File: src/rtl/risc_ctrl_if.sv
// Control-sequencer bus between the program store, the
// register-file/ALU datapath and risc_ctrl_fsm.
interface risc_ctrl_if;
  logic       run;
  logic [7:0] instr;
  logic       zero;
  logic       mem_ack;
  logic [2:0] pc;
  logic [7:0] ir;
  logic       rf_we;
  logic [1:0] rd_sel;
  logic [1:0] rs_sel;
  logic [1:0] alu_op;
  logic [2:0] imm;
  logic       mem_req;
  logic       mem_we;
  logic       busy;
  logic       halted;

  modport master (
    input  run, instr, zero, mem_ack,
    output pc, ir, rf_we, rd_sel, rs_sel,
    output alu_op, imm, mem_req, mem_we,
    output busy, halted
  );

  modport slave (
    output run, instr, zero, mem_ack,
    input  pc, ir, rf_we, rd_sel, rs_sel,
    input  alu_op, imm, mem_req, mem_we,
    input  busy, halted
  );
endinterface

File: src/rtl/risc_ctrl_fsm.sv
// Multi-cycle FETCH/DECODE/EXECUTE(/MEMORY) sequencer
// for the 8-instruction RISC core; owns pc and ir.
module risc_ctrl_fsm (
  input logic         clk,
  input logic         rst,
  risc_ctrl_if.master bus
);
  typedef enum logic [2:0] {
    IDLE, FETCH, DECODE, EXECUTE, MEMORY, HALT
  } state_t;

  state_t     state;
  logic [2:0] pc;
  logic [7:0] ir;
  logic [2:0] op;
  logic       is_add, is_sub, is_ldi;
  logic       is_ld, is_st;
  logic       rf_we, mem_req, mem_we;
  logic [1:0] alu_op;

  assign op     = ir[7:5];
  assign is_add = (op == 3'b001);
  assign is_sub = (op == 3'b010);
  assign is_ldi = (op == 3'b011);
  assign is_ld  = (op == 3'b100);
  assign is_st  = (op == 3'b101);

  always_ff @(posedge clk) begin
    if (rst) begin
      state <= IDLE;
      pc    <= '0;
      ir    <= '0;
    end else begin
      unique case (state)
        IDLE:   if (bus.run) state <= FETCH;
        FETCH: begin
          ir    <= bus.instr;
          state <= DECODE;
        end
        DECODE: state <= EXECUTE;
        EXECUTE: begin
          state <= FETCH;
          unique case (op)
            3'b100, 3'b101: state <= MEMORY;
            3'b110: pc <= bus.zero ? ir[2:0] : pc + 3'd1;
            3'b111: begin
              if (ir[4]) state <= HALT;
              else       pc    <= ir[2:0];
            end
            default: pc <= pc + 3'd1;
          endcase
        end
        MEMORY: begin
          if (bus.mem_ack) begin
            pc    <= pc + 3'd1;
            state <= FETCH;
          end
        end
        HALT:    state <= HALT;
        default: state <= IDLE;
      endcase
    end
  end

  // strobes come from state and ir; only the LD
  // write-back in MEMORY looks at mem_ack
  always_comb begin
    rf_we   = 1'b0;
    mem_req = 1'b0;
    mem_we  = 1'b0;
    alu_op  = 2'b00;
    unique case (state)
      EXECUTE: begin
        unique case (1'b1)
          is_add: begin
            rf_we  = 1'b1;
            alu_op = 2'b01;
          end
          is_sub: begin
            rf_we  = 1'b1;
            alu_op = 2'b10;
          end
          is_ldi: begin
            rf_we  = 1'b1;
            alu_op = 2'b00;
          end
          default: ;
        endcase
      end
      MEMORY: begin
        mem_req = 1'b1;
        mem_we  = is_st;
        alu_op  = 2'b11;
        rf_we   = is_ld & bus.mem_ack;
      end
      default: ;
    endcase
  end

  assign bus.pc      = pc;
  assign bus.ir      = ir;
  assign bus.rd_sel  = ir[4:3];
  assign bus.rs_sel  = ir[2:1];
  assign bus.imm     = ir[2:0];
  assign bus.rf_we   = rf_we;
  assign bus.mem_req = mem_req;
  assign bus.mem_we  = mem_we;
  assign bus.alu_op  = alu_op;
  assign bus.busy    = (state != IDLE) && (state != HALT);
  assign bus.halted  = (state == HALT);
endmodule

File: src/flat_wrapper.sv
// flat-port wrapper written by rule: the top's interface ports become plain ports
module risc_ctrl_fsm_flat 
  (clk, rst, bus_run, bus_instr, bus_zero, bus_mem_ack, bus_pc, bus_ir, bus_rf_we, bus_rd_sel, bus_rs_sel, bus_alu_op, bus_imm, bus_mem_req, bus_mem_we, bus_busy, bus_halted);
  risc_ctrl_if bus_i ();
  input logic clk;
  input logic rst;
  input wire logic [$bits(bus_i.run)-1:0] bus_run;
  input wire logic [$bits(bus_i.instr)-1:0] bus_instr;
  input wire logic [$bits(bus_i.zero)-1:0] bus_zero;
  input wire logic [$bits(bus_i.mem_ack)-1:0] bus_mem_ack;
  output wire logic [$bits(bus_i.pc)-1:0] bus_pc;
  output wire logic [$bits(bus_i.ir)-1:0] bus_ir;
  output wire logic [$bits(bus_i.rf_we)-1:0] bus_rf_we;
  output wire logic [$bits(bus_i.rd_sel)-1:0] bus_rd_sel;
  output wire logic [$bits(bus_i.rs_sel)-1:0] bus_rs_sel;
  output wire logic [$bits(bus_i.alu_op)-1:0] bus_alu_op;
  output wire logic [$bits(bus_i.imm)-1:0] bus_imm;
  output wire logic [$bits(bus_i.mem_req)-1:0] bus_mem_req;
  output wire logic [$bits(bus_i.mem_we)-1:0] bus_mem_we;
  output wire logic [$bits(bus_i.busy)-1:0] bus_busy;
  output wire logic [$bits(bus_i.halted)-1:0] bus_halted;
  assign bus_i.run = bus_run;
  assign bus_i.instr = bus_instr;
  assign bus_i.zero = bus_zero;
  assign bus_i.mem_ack = bus_mem_ack;
  assign bus_pc = bus_i.pc;
  assign bus_ir = bus_i.ir;
  assign bus_rf_we = bus_i.rf_we;
  assign bus_rd_sel = bus_i.rd_sel;
  assign bus_rs_sel = bus_i.rs_sel;
  assign bus_alu_op = bus_i.alu_op;
  assign bus_imm = bus_i.imm;
  assign bus_mem_req = bus_i.mem_req;
  assign bus_mem_we = bus_i.mem_we;
  assign bus_busy = bus_i.busy;
  assign bus_halted = bus_i.halted;
  risc_ctrl_fsm u_core (.clk(clk), .rst(rst), .bus(bus_i));
endmodule
File: config.mk
export PLATFORM = sky130hd
export DESIGN_NAME = risc_ctrl_fsm_flat
export DESIGN_NICKNAME = d
export VERILOG_FILES = /design/src/rtl/risc_ctrl_if.sv /design/src/rtl/risc_ctrl_fsm.sv /design/src/flat_wrapper.sv
export SDC_FILE = /design/constraint.sdc
export NUM_CORES = 1
export LEC_CHECK = 0
export ABC_AREA = 1
export BUFFER_PORTS_ARGS = -buffer_cell sky130_fd_sc_hd__buf_2
export CELL_PAD_IN_SITES_DETAIL_PLACEMENT = 1
export CELL_PAD_IN_SITES_GLOBAL_PLACEMENT = 1
export CORE_ASPECT_RATIO = 1.1
export CORE_MARGIN = 2
export CORE_UTILIZATION = 29
export CTS_BUF_LIST = sky130_fd_sc_hd__clkbuf_4 sky130_fd_sc_hd__clkbuf_8
export DETAILED_ROUTE_END_ITERATION = 10
export PLACE_DENSITY = 0.75
export SLEW_MARGIN = 20
export SYNTH_ARGS = -nofsm -noshare
export SYNTH_HDL_FRONTEND = slang
export SYNTH_SLANG_ARGS = --single-unit
File: constraint.sdc
create_clock -name clk -period 1.07 [get_ports clk]
set_input_delay 0.214 -clock clk [delete_from_list [all_inputs] [get_ports clk]]
set_output_delay 0.214 -clock clk [all_outputs]
set_load 0.01 [all_outputs]
==> results of run 1 <==
-- per-layer routing --
layer  GRT usage [%]  wire, um  up-vias
li1                -         -      508
met1            19.5      1160      484
met2            32.5      1650       23
met3            4.48       131        6
met4            7.32        53        0
met5               0         0        -
-- critical path, stage by stage, from the launching register on --
cell and delay, ps:
dfxtp_4 390, buf_6 130, nor3_4 240, a21oi_2 60, buf_2 150
-- through the flow --
stage / power (uW) / worst slack (ps) / std cells / util (%)
finish: 2010 / -413 / 215 / 52.1
CTS: 1890 / -400 / 212 / 47.8
global route: 2140 / -481 / 215 / 52.1
global placement: 1390 / -143 / 203 / 42.0
floorplan: 1150 / -13.8 / 128 / -
detailed placement: 1420 / -150 / 203 / 42.0
-- power by group through the flow --
stage | combinational (uW) | sequential, uW | clock [uW]
3_3_place_gp | 662 | 729 | 0
3_5_place_dp | 682 | 737 | 0
6_report | 846 | 759 | 400
4_1_cts | 747 | 740 | 403
2_1_floorplan | 396 | 758 | 0
5_1_grt | 919 | 773 | 452
-- synth_stat cells --
master	count
nor2_1	12
xor2_1	1
o21ai_0	12
nand2_1	26
nor3_1	5
o32ai_1	1
o21ai_1	1
nand2_2	1
a21oi_1	11
buf_4	8
nand3_1	6
dfxtp_1	14
nor2_2	1
ha_1	1
nand2_4	1
nand4_1	2
nand3_2	1
o2111ai_1	1
inv_2	1
buf_6	1
inv_1	21
-- cells by family (layout without fill, tap and decap cells) --
kind of cell    after synthesis  after routing
simple gates                 55             55
buf+inv                      31             85
compound gates               26             26
flops                        14             14
fa+ha+maj                     1              1
xor+xnor                      1              1
-- flip-flops by register name, summed over array words and instances, names as in the netlist --
name and count:
u_core.bus.ir 8, u_core.bus.pc 3, u_core.state 3
-- repair_timing --
action,in CTS,in global routing
buffers inserted,5,4
setup endpoints to repair,28,34
resized for setup,24,29
pin swaps,11,12
-- how the worst max path moves through the flow --
| stage | slack, ps | end |
|---|---|---|
| floorplan | -10 | bus_alu_op[0] |
| global placement | -140 | bus_alu_op[0] |
| detailed placement | -150 | bus_alu_op[0] |
| CTS | -400 | bus_alu_op[0] |
| global route | -480 | bus_alu_op[1] |
| finish | -410 | bus_busy |
-- final cells by class --
type | count | area (um^2) | area share [%]
Inverter | 22 | 92.6 | 6.45
Timing Repair Buffer | 59 | 402 | 28.0
Sequential cell | 14 | 310 | 21.6
Clock buffer | 4 | 36.3 | 2.53
Tap cell | 33 | 41.3 | 2.88
Multi-Input combinational cell | 83 | 553 | 38.5
==> results.sh, run 1 <==
export IMPL_hold_violations=0
export IMPL_rows=20
export IMPL_die_x_um=55.2
export IMPL_period_needed_ps=1480
export IMPL_switchingPower_uw=787
export IMPL_hold_end="u_core.state[1]"
export IMPL_syn_num_nets=142
export IMPL_p_per_area_nw_per_um2=1400
export IMPL_min_from="rst"
export IMPL_antenna_left=0
export IMPL_grt_pass1_wl_mm=4.58
export IMPL_grt_pass1_vias=1008
export IMPL_holdWs_ps=87.2
export IMPL_r2r_setup_slack_ps=-200
export IMPL_layout_commonest_cell="buf_2"
export IMPL_synth_xor_area_share_pct=1.05
export IMPL_start_util_pct=30.4
export IMPL_fin_ws_ps=-413
export IMPL_drive_above_1_share_pct=56.0
export IMPL_status="finished with violations"
export IMPL_timing_fmax_mhz=675
export IMPL_synth_adder_area_share_pct=1.49
export IMPL_synth_compound_area_share_pct=16.4
export IMPL_setup_violations=22
export IMPL_cts_root_buf="clkbuf_4"
export IMPL_holdBufCountCts=0
export IMPL_violations="negative setup slack"
export IMPL_fin_crit_sh_pct=139
export IMPL_p_clk_share_pct=20.0
export IMPL_overflow=0
export IMPL_path_max_fanout=5
export IMPL_slew_violations=0
export IMPL_port_buffers=37
export IMPL_dr_pass1_iters=4
export IMPL_drv_cap=0
export IMPL_sequentialPowerShare_pct=37.8
export IMPL_ys_seq_elements=14
export IMPL_drt_iter0_drc=12
export IMPL_clock_latency_ps=290
export IMPL_synth_simple_area_share_pct=29.1
export IMPL_design_area_um2=1440
export IMPL_vias_per_cell=4.75
export IMPL_coreArea_um2=2750
export IMPL_synth_area_per_cell_um2=6.54
export IMPL_critical_path_arrival_ps=1270
export IMPL_regToRegEndpoint="u_core.bus.pc[0]"
export IMPL_hpwl_mm=2.08
export IMPL_relSlewSlack_pct=81.5
export IMPL_combPwrFrac_pct=42.2
export IMPL_min_path_type="in -> reg"
export IMPL_pin_count=38
export IMPL_hold_path_depth=2
export IMPL_synthDominantCellAreaShare_pct=33.5
export IMPL_total_leakage_power_uw=0.000717
export IMPL_synth_area_top_cells="dfxtp_1 33%, nand2_1 12%, inv_1 9.4%"
export IMPL_vias=1021
export IMPL_n_antenna_cell=0
export IMPL_synth_top_family_by_area="simple AND/OR/NAND/NOR gates"
export IMPL_cts_clk_slew_worst_paths_ps=90
export IMPL_antenna_found_initial=0
export IMPL_yosysSeqAreaShare_pct=33.5
export IMPL_remaining_drc_errors=0
export IMPL_placed_area_um2=1150
export IMPL_numCtsBuffers=3
export IMPL_yosysUniqueCellTypes=21
export IMPL_finalWeightedCongestion=0.830
export IMPL_cp_startpoint="u_core.state[1]"
export IMPL_syn_area_um2=837
export IMPL_path_class="reg -> out"
export IMPL_final_cell_mix="33 x buf_2, 24 x nand2_1, 18 x inv_1"
export IMPL_switching_share_pct=39.3
export IMPL_die_area_um2=3330
export IMPL_routed_wl_mm=2.99
export IMPL_cts_tree="done"
export IMPL_fin_skew_ps=4.86
export IMPL_rsz0062_at_grt="true"
export IMPL_synth_cells=128
export IMPL_worstReg2RegStart="u_core.state[0]"
export IMPL_finalSetupTns_ps=-4450
export IMPL_ys_warnings_count=0
export IMPL_worstPathRequired_ps=860
export IMPL_htree_levels=1
export IMPL_fillers=363
export IMPL_die_h_um=60.3
export IMPL_tightest_slew_ps=277
export IMPL_yosys_area_top_type="dfxtp_1"
export IMPL_cts_num_sinks=14
export IMPL_track_usage_pct=17.5
export IMPL_ir_drop_uv=930
export IMPL_muxShareOfSynthArea_pct=0
export IMPL_clockBufferDepth=2
export IMPL_syn2layout_area_growth_pct=71.5
export IMPL_p_int_uw=1220
export IMPL_reg2reg_depth=8
export IMPL_end_kind="primary output"
export IMPL_nNetsFinal=197
export IMPL_wire_per_inst_um=13.9
export IMPL_grt_max_degree=16
export IMPL_cp_start_kind="flip-flop"
Power figures use the tool's default switching activity.
==> run 2: changes to the inputs <==
- SETUP_SLACK_MARGIN: unset -> 0.05
==> results.sh, run 2 (synthesis gave the netlist of run 1 again) <==
export IMPL_status="finished with violations"
export IMPL_pin_count=38
export IMPL_post_route_util_pct=54.6
export IMPL_regMostFlops="u_core.bus.ir"
export IMPL_critical_path_arrival_ps=1290
export IMPL_die_h_um=60.3
export IMPL_combPwrFrac_pct=43.1
export IMPL_end_kind="primary output"
export IMPL_track_usage_pct=19.0
export IMPL_drive_above_1_share_pct=57.3
export IMPL_layout_area_seq_um2=323
export IMPL_clock_latency_ps=300
export IMPL_antenna_found_initial=0
export IMPL_violations="negative setup slack"
export IMPL_syn2layout_area_growth_pct=79.7
export IMPL_fin_ws_ps=-436
export IMPL_timing_fmax_mhz=664
export IMPL_nNetsFinal=193
export IMPL_vias_per_cell=4.77
export IMPL_cts_root_buf="clkbuf_4"
export IMPL_switching_share_pct=38.8
export IMPL_ir_drop_uv=1020
export IMPL_n_antenna_cell=0
export IMPL_cp_start_kind="flip-flop"
export IMPL_relSlewSlack_pct=81.3
export IMPL_clockBufferDepth=2
export IMPL_overflow=0
export IMPL_grt_max_degree=16
export IMPL_htree_levels=1
export IMPL_fillers=348
export IMPL_grt_pass1_vias=1025
export IMPL_reg_top3="u_core.bus.ir (8), u_core.bus.pc (3), u_core.state (3)"
export IMPL_slew_violations=0
export IMPL_remaining_drc_errors=0
export IMPL_fin_crit_sh_pct=141
export IMPL_vias=1007
export IMPL_cts_num_sinks=14
export IMPL_final_cell_mix="23 x buf_6, 21 x nand2_1, 20 x inv_1, 20 x buf_2, 12 x buf_4"
export IMPL_layout_commonest_cell="buf_6"
export IMPL_p_per_area_nw_per_um2=1410
export IMPL_dr_pass1_iters=4
export IMPL_tightest_slew_ps=280
export IMPL_drv_cap=0
export IMPL_rsz0062_at_grt="true"
export IMPL_p_int_uw=1300
export IMPL_port_buffers=37
export IMPL_period_needed_ps=1510
export IMPL_setup_violations=23
export IMPL_cts_tree="done"
export IMPL_dp_slack_ps=-121
export IMPL_holdBufCountCts=0
export IMPL_hold_violations=0
export IMPL_drt_iter0_drc=17
export IMPL_wire_per_inst_um=14.8
export IMPL_path_max_fanout=7
export IMPL_sequentialPowerShare_pct=37.4
export IMPL_min_path_type="in -> reg"
export IMPL_finalWeightedCongestion=0.823
export IMPL_switchingPower_uw=822
export IMPL_numCtsBuffers=3
export IMPL_p_clk_share_pct=19.5
export IMPL_antenna_left=0
export IMPL_path_class="reg -> out"
export IMPL_fin_skew_ps=8.59
export IMPL_routed_wl_mm=3.12
export IMPL_worstPathRequired_ps=860
export IMPL_die_x_um=55.2
export IMPL_multi_input_area_um2=564
export IMPL_hpwl_mm=2.05
export IMPL_rows=20
export IMPL_largest_reg_flops=8
export IMPL_cts_clk_slew_worst_paths_ps=100
export IMPL_start_util_pct=30.4
export IMPL_die_area_um2=3330
export IMPL_coreArea_um2=2750
export IMPL_grt_pass1_wl_mm=4.90
export IMPL_total_leakage_power_uw=0.000734
-- run 2: changes by cell type in the layout (fill, tap and decap cells not counted), moves of 3 or more --
cell and change:
nand2_1 -3, buf_4 -3, buf_6 +12, buf_2 -13, dfxtp_4 +4, o21ai_2 +3
-- run 2: repair_timing --
action / CTS / global route
pin swaps: 7 / 7
gates resized for setup: 34 / 28
setup endpoints to repair: 35 / 39
buffers inserted: 6 / 2
-- run 2: worst max-delay path: stages, from the launching register on --
cell and delay (ps):
dfxtp_4 440, nand2_4 70, nor2_4 100, nand2_2 80, o21ai_2 150, buf_2 150
-- run 2: path summary, 6_finish.rpt --
check,start,to,slack (ps),depth (start not counted)
min,rst,u_core.state[1],90,2
max,u_core.state[0],bus_alu_op[1],-440,5
max reg2reg,u_core.state[1],u_core.bus.pc[0],-210,8
min reg2reg,u_core.bus.ir[3],u_core.bus.ir[3],460,2
-- run 2: metrics by stage --
step	instances	cell area, um^2	hold WS (ps)	total power [uW]	TNS [ps]
4_1_cts	210	1380	91.8	1960	-4310
2_1_floorplan	128	933	273	1180	0
5_1_grt	211	1500	98.1	2250	-5910
3_3_place_gp	200	1170	399	1390	-328
3_5_place_dp	200	1170	409	1420	-885
6_report	211	1500	94.9	2120	-4320
-- run 2: power groups by stage --
| stage | registers (uW) | logic (uW) | clock network [uW] |
|---|---|---|---|
| finish | 793 | 913 | 414 |
| global placement | 734 | 653 | 0 |
| floorplan | 764 | 412 | 0 |
| detailed placement | 744 | 673 | 0 |
| CTS | 770 | 775 | 417 |
| global route | 810 | 995 | 445 |
-- run 2: cell type report --
type                    count  area share, %
clock buffers               4           2.41
inverters                  22           5.99
multi-input cells          83           37.5
flip-flops and latches     14           21.5
well taps                  33           2.75
repair buffers             55           29.9
-- run 2: routing by layer --
| metal | wire length [um] | vias to the layer above | GRT usage [%] |
|---|---|---|---|
| met5 | 0 | - | 0 |
| met4 | 94 | 0 | 8.71 |
| met3 | 106 | 9 | 2.77 |
| met2 | 1680 | 27 | 36.7 |
| met1 | 1240 | 465 | 20.8 |
| li1 | - | 506 | - |
